`config.mk`:
```
export PLATFORM = sky130hd
export DESIGN_NAME = bcd_stopwatch_counter
export DESIGN_NICKNAME = d
export VERILOG_FILES = /design/src/rtl/bcd_stopwatch_counter.sv
export SDC_FILE = /design/constraint.sdc
export NUM_CORES = 1
export LEC_CHECK = 0
export ABC_AREA = 1
export BUFFER_PORTS_ARGS = -buffer_cell sky130_fd_sc_hd__buf_2
export CELL_PAD_IN_SITES_DETAIL_PLACEMENT = 1
export CELL_PAD_IN_SITES_GLOBAL_PLACEMENT = 2
export CORE_MARGIN = 3
export CORE_UTILIZATION = 37
export DETAILED_ROUTE_END_ITERATION = 8
export PLACE_DENSITY_LB_ADDON = 0.1
export SKIP_LAST_GASP = 1
export SLEW_MARGIN = 10
export SYNTH_ARGS = -nofsm -noshare
export SYNTH_HDL_FRONTEND = slang
export SYNTH_SLANG_ARGS = --single-unit
```
`constraint.sdc`:
```
create_clock -name clk_50MHz -period 3.21 [get_ports clk_50MHz]
set_input_delay 0.1605 -clock clk_50MHz [delete_from_list [all_inputs] [get_ports clk_50MHz]]
set_output_delay 0.1605 -clock clk_50MHz [all_outputs]
set_load 0.05 [all_outputs]
```
`src/rtl/bcd_stopwatch_counter.sv`:
```
// Two-digit BCD stopwatch core: button debounce, start/pause/clear FSM,
// tick prescaler and wrap-around up/down BCD count for a seg7 driver.

module bcd_sw_debounce #(
    parameter int CYCLES = 4
) (
    input  logic clk_i,
    input  logic rst_ni,
    input  logic btn_i,
    output logic press_o
);
    localparam int CW = $clog2(CYCLES + 1);

    logic          sync1_q, sync2_q;
    logic          acc_q, acc_d;
    logic          press_q;
    logic [CW-1:0] cnt_q, cnt_d;

    // Any cycle matching the accepted level restarts the stability count.
    always_comb begin
        acc_d = acc_q;
        cnt_d = '0;
        if (sync2_q != acc_q) begin
            if (cnt_q == CW'(CYCLES - 1))
                acc_d = sync2_q;
            else
                cnt_d = cnt_q + CW'(1);
        end
    end

    always_ff @(posedge clk_i) begin
        if (!rst_ni) begin
            sync1_q <= 1'b0;
            sync2_q <= 1'b0;
            acc_q   <= 1'b0;
            cnt_q   <= '0;
            press_q <= 1'b0;
        end else begin
            sync1_q <= btn_i;
            sync2_q <= sync1_q;
            acc_q   <= acc_d;
            cnt_q   <= cnt_d;
            press_q <= acc_d & ~acc_q;
        end
    end

    assign press_o = press_q;
endmodule

module bcd_stopwatch_counter #(
    parameter int CLK_HZ          = 50_000_000,
    parameter int TICK_HZ         = 1,
    parameter int DEBOUNCE_CYCLES = 1_000_000,
    parameter int MAX_COUNT       = 59
) (
    input  logic       clk_50MHz,
    input  logic       reset,
    input  logic       btn_start_stop,
    input  logic       btn_clear,
    input  logic       up_down,
    output logic [3:0] ones,
    output logic [3:0] tens,
    output logic       running,
    output logic       wrap_pulse
);
    localparam int DIV = CLK_HZ / TICK_HZ;
    localparam int PW  = $clog2(DIV);
    localparam logic [3:0] MAX_T = 4'(MAX_COUNT / 10);
    localparam logic [3:0] MAX_O = 4'(MAX_COUNT % 10);

    typedef enum logic [1:0] {S_IDLE, S_RUN, S_PAUSE} state_e;

    state_e        state_q, state_d;
    logic          ss_press, clr_press;
    logic [PW-1:0] pre_q, pre_d;
    logic [3:0]    ones_q, ones_d, tens_q, tens_d;
    logic          wrap_q, wrap_d;
    logic          tick, at_max, at_zero;

    bcd_sw_debounce #(.CYCLES(DEBOUNCE_CYCLES)) u_deb_ss (
        .clk_i  (clk_50MHz),
        .rst_ni (reset),
        .btn_i  (btn_start_stop),
        .press_o(ss_press)
    );

    bcd_sw_debounce #(.CYCLES(DEBOUNCE_CYCLES)) u_deb_clr (
        .clk_i  (clk_50MHz),
        .rst_ni (reset),
        .btn_i  (btn_clear),
        .press_o(clr_press)
    );

    always_ff @(posedge clk_50MHz) begin
        if (!reset)
            state_q <= S_IDLE;
        else
            state_q <= state_d;
    end

    // Clear outranks start/stop when both pulse together.
    always_comb begin
        state_d = state_q;
        if (clr_press) begin
            state_d = S_IDLE;
        end else if (ss_press) begin
            unique case (state_q)
                S_IDLE:  state_d = S_RUN;
                S_RUN:   state_d = S_PAUSE;
                S_PAUSE: state_d = S_RUN;
                default: state_d = S_IDLE;
            endcase
        end
    end

    always_comb begin
        running = (state_q == S_RUN);
    end

    assign tick    = running && (pre_q == PW'(DIV - 1));
    assign at_max  = (tens_q == MAX_T) && (ones_q == MAX_O);
    assign at_zero = (tens_q == 4'd0) && (ones_q == 4'd0);

    always_comb begin
        pre_d  = pre_q;
        ones_d = ones_q;
        tens_d = tens_q;
        wrap_d = 1'b0;
        if (clr_press) begin
            pre_d  = '0;
            ones_d = 4'd0;
            tens_d = 4'd0;
        end else begin
            if (state_q == S_IDLE)
                pre_d = '0;
            else if (running)
                pre_d = tick ? '0 : pre_q + PW'(1);
            if (tick) begin
                if (up_down) begin
                    if (at_max) begin
                        ones_d = 4'd0;
                        tens_d = 4'd0;
                        wrap_d = 1'b1;
                    end else if (ones_q == 4'd9) begin
                        ones_d = 4'd0;
                        tens_d = tens_q + 4'd1;
                    end else begin
                        ones_d = ones_q + 4'd1;
                    end
                end else begin
                    if (at_zero) begin
                        ones_d = MAX_O;
                        tens_d = MAX_T;
                        wrap_d = 1'b1;
                    end else if (ones_q == 4'd0) begin
                        ones_d = 4'd9;
                        tens_d = tens_q - 4'd1;
                    end else begin
                        ones_d = ones_q - 4'd1;
                    end
                end
            end
        end
    end

    always_ff @(posedge clk_50MHz) begin
        if (!reset) begin
            pre_q  <= '0;
            ones_q <= 4'd0;
            tens_q <= 4'd0;
            wrap_q <= 1'b0;
        end else begin
            pre_q  <= pre_d;
            ones_q <= ones_d;
            tens_q <= tens_d;
            wrap_q <= wrap_d;
        end
    end

    assign ones       = ones_q;
    assign tens       = tens_q;
    assign wrap_pulse = wrap_q;
endmodule

```
==> impl_metrics.toml <==
[status]
status = "complete, no violations"

[synth]
synth-seq-area-share_pct = 37.7
synthDistinctLibCells = 33
avgSynthCellArea_um2 = 6.62
synth_largest_area_cell = "dfxtp_1"
synth_seq_cells = 85
syn_area_um2 = 4510
syn_nets = 696
postSynthCellCount = 682
synth_warnings = 0
ys_top_cells_by_area = "dfxtp_1 (38%), nand2_1 (13%), nor2_1 (11%)"
synthDominantCellAreaShare_pct = 37.7

[critical_path]
path_buf_inv = 0
worstPathRequired_ns = 3.42
critical_path_peak_fanout = 20
start_kind = "register"
r2r-start = "u_deb_ss.cnt_q[0]$_SDFF_PP0_"
worstSetupEndpointType = "register"
cp-startpoint = "u_deb_ss.cnt_q[0]$_SDFF_PP0_"
crit_slowest_cell = "nand2_1"
critPathArrivalTime_ns = 2.15
path_class = "register to register"
worstPathCellList = "ha_1 -> nand3_2 -> nor2_2 -> nand2_1 -> nand3b_1 -> nand2_1 -> nor2_1"
cp_top_family = "simple AND/OR/NAND/NOR gates"
cpMostUsedCell = "nand2_1"
slowest_delay_ns = 0.54

[global_route]
grt_pass1_vias = 4389
gr-total-overflow = 0
grt_start_max_net_pins = 21
antenna_found_initial = 0
grt_pass1_wl_um = 20200
grt_usage_pct = 18.5

[cells_and_area]
final_common_cell = "nand2_1"
num_antenna_cells = 0
finalNetCount = 715
final_cell_count_no_fill = 849
final_cell_mix = "nand2_1 (155), nor2_1 (136), dfxtp_1 (85), inv_1 (78), nand3_1 (52)"
area_growth_pct = 11.2
drive_above_1_share_pct = 8.64

[clock_tree]
clock-sinks = 85
cts_tree = "done"
clkTransAtPathRegs_ns = 0.07
postCtsSetupBuffers = 0
cts_max_level = 3
numCtsBuffers = 9
worstSkewPairLatency_ns = 0.35
clock_tree.root_cell = "clkbuf_16"
cts_buffer_depth = 2

[placement]
port-buffer-count = 14
gp_congestion = 0.821
hpwl_um = 8500
dp.cells = 832

[die]
io_pins = 15
num_rows = 39
start_util_pct = 38.7
die_w_um = 116
dieHeight_um = 116
coreArea_um2 = 11700
die_area_um2 = 13600

[timing]
setup_viol = 0
slew_headroom_pct = 54.9
post-route-period-util_pct = 60.2
hold_viol_final = 0
max_freq_mhz = 517
period_needed_ns = 1.93
tightest_slew_ns = 0.675
final_max_slew_viol_count = 0
rsz0062_at_grt = "no"
fin_setup_tns_ns = 0
fin_skew_ns = 0.00664

[flow_run]
max-cap-violations = 0

[detailed_routing]
wire_per_inst_um = 13.4
antenna_left = 0
dr.pass1.iters = 4
viasPerCell = 4.97
drc_errors = 0
vias = 4220
wl_um = 11400
drtIter0Drc = 169

[min_path]
hold_class = "primary input to register"
min-delay-start = "btn_start_stop"

[power_and_ir_drop]
cellLeakagePower_nw = 1.93
vdd_ir_drop_max_mv = 0.338
powerDensity_nw_per_um2 = 417
## worst paths after layout
kind / to / slack [ns] / depth (start not counted)
min: u_deb_ss.sync1_q$_SDFF_PN0_ / 0.06 / 3
max reg2reg: u_deb_ss.cnt_q[17]$_SDFF_PP0_ / 1.28 / 7
max: u_deb_ss.cnt_q[17]$_SDFF_PP0_ / 1.28 / 7
min reg2reg: u_deb_clr.sync2_q$_SDFF_PN0_ / 0.42 / 2
## Yosys cell counts
cell      instances
nand2_1         155
nor2_1          136
dfxtp_1          85
inv_1            78
nand3_1          52
a21oi_1          27
nand4_1          26
nor3_1           26
xor2_1           16
o21ai_0          13
ha_1              9
inv_2             9
o21ai_1           6
xnor2_1           6
nor2_2            5
buf_4             4
or2_2             4
buf_2             3
nand2_4           3
nor2_4            3
nand2_2           2
nand3b_1          2
or2_0             2
a21oi_2           1
clkbuf_1          1
nand2b_1          1
nand3_2           1
nand3_4           1
nor2_8            1
o211ai_1          1
o21bai_1          1
o22ai_1           1
or2_1             1
## area by class of cell
cell class | count | area, um^2
fill | 1555 | 6650
multi-input combinational | 502 | 2430
sequential | 85 | 1700
inverter | 87 | 327
clock buffer | 10 | 239
tap | 143 | 179
timing repair buffer | 16 | 87.6
clock inverter | 6 | 47.5
## tightest hold or removal path: stages
cell and delay (ns):
buf_2 0.10, nand2_1 0.06, inv_1 0.05
## sequential cells by signal, indices dropped and copies added, names as in the netlist
register	flops
u_deb_ss.press_o	1
u_deb_ss.sync1_q	1
ones	4
u_deb_clr.sync2_q	1
u_deb_ss.cnt_q	20
u_deb_clr.sync1_q	1
pre_q	26
u_deb_clr.cnt_q	20
state_q	2
u_deb_clr.acc_q	1
u_deb_clr.press_o	1
wrap_pulse	1
u_deb_ss.acc_q	1
tens	4
u_deb_ss.sync2_q	1
## per-layer routing
layer,wire length [um],GRT usage [%]
met2,5700,32.9
met3,254,4.51
met1,5320,22.3
met4,89,4.56
met5,0,0
## metrics by stage
| step | hold WS [ns] | instance area, um^2 | setup slack (ns) | power (mW) | utilization, % |
|---|---|---|---|---|---|
| floorplan | 0.258 | 4510 | 1.47 | 1.10 | - |
| detailed placement | 0.353 | 4720 | 1.23 | 1.11 | 40.5 |
| global placement | 0.341 | 4720 | 1.33 | 1.11 | 40.5 |
| finish | 0.0583 | 5020 | 1.28 | 2.09 | 43.0 |
| CTS | 0.0389 | 5020 | 1.22 | 2.14 | 43.0 |
| global route | 0.0638 | 5020 | 0.994 | 2.18 | 43.0 |
## kinds of logic after synthesis
family          after synthesis  synth area share, %
flops                        85                 37.7
compound gates               50                 5.77
simple gates                421                 41.4
fa+ha+maj                     9                 2.50
buf+inv                      95                 8.32
xor+xnor                     22                 4.27
## report_power, final
group,switching (mW),internal [mW]
sequential,0.00186,1.06
clock,0.458,0.549
combinational,0.0185,0.00787
total,0.479,1.61
## repair_timing
action / CTS / global route
gates resized for setup: 0 / 0
hold buffers: 1 / 0
hold endpoints to repair: 1 / 0
Note: power is estimated with default switching activity, not from simulation.
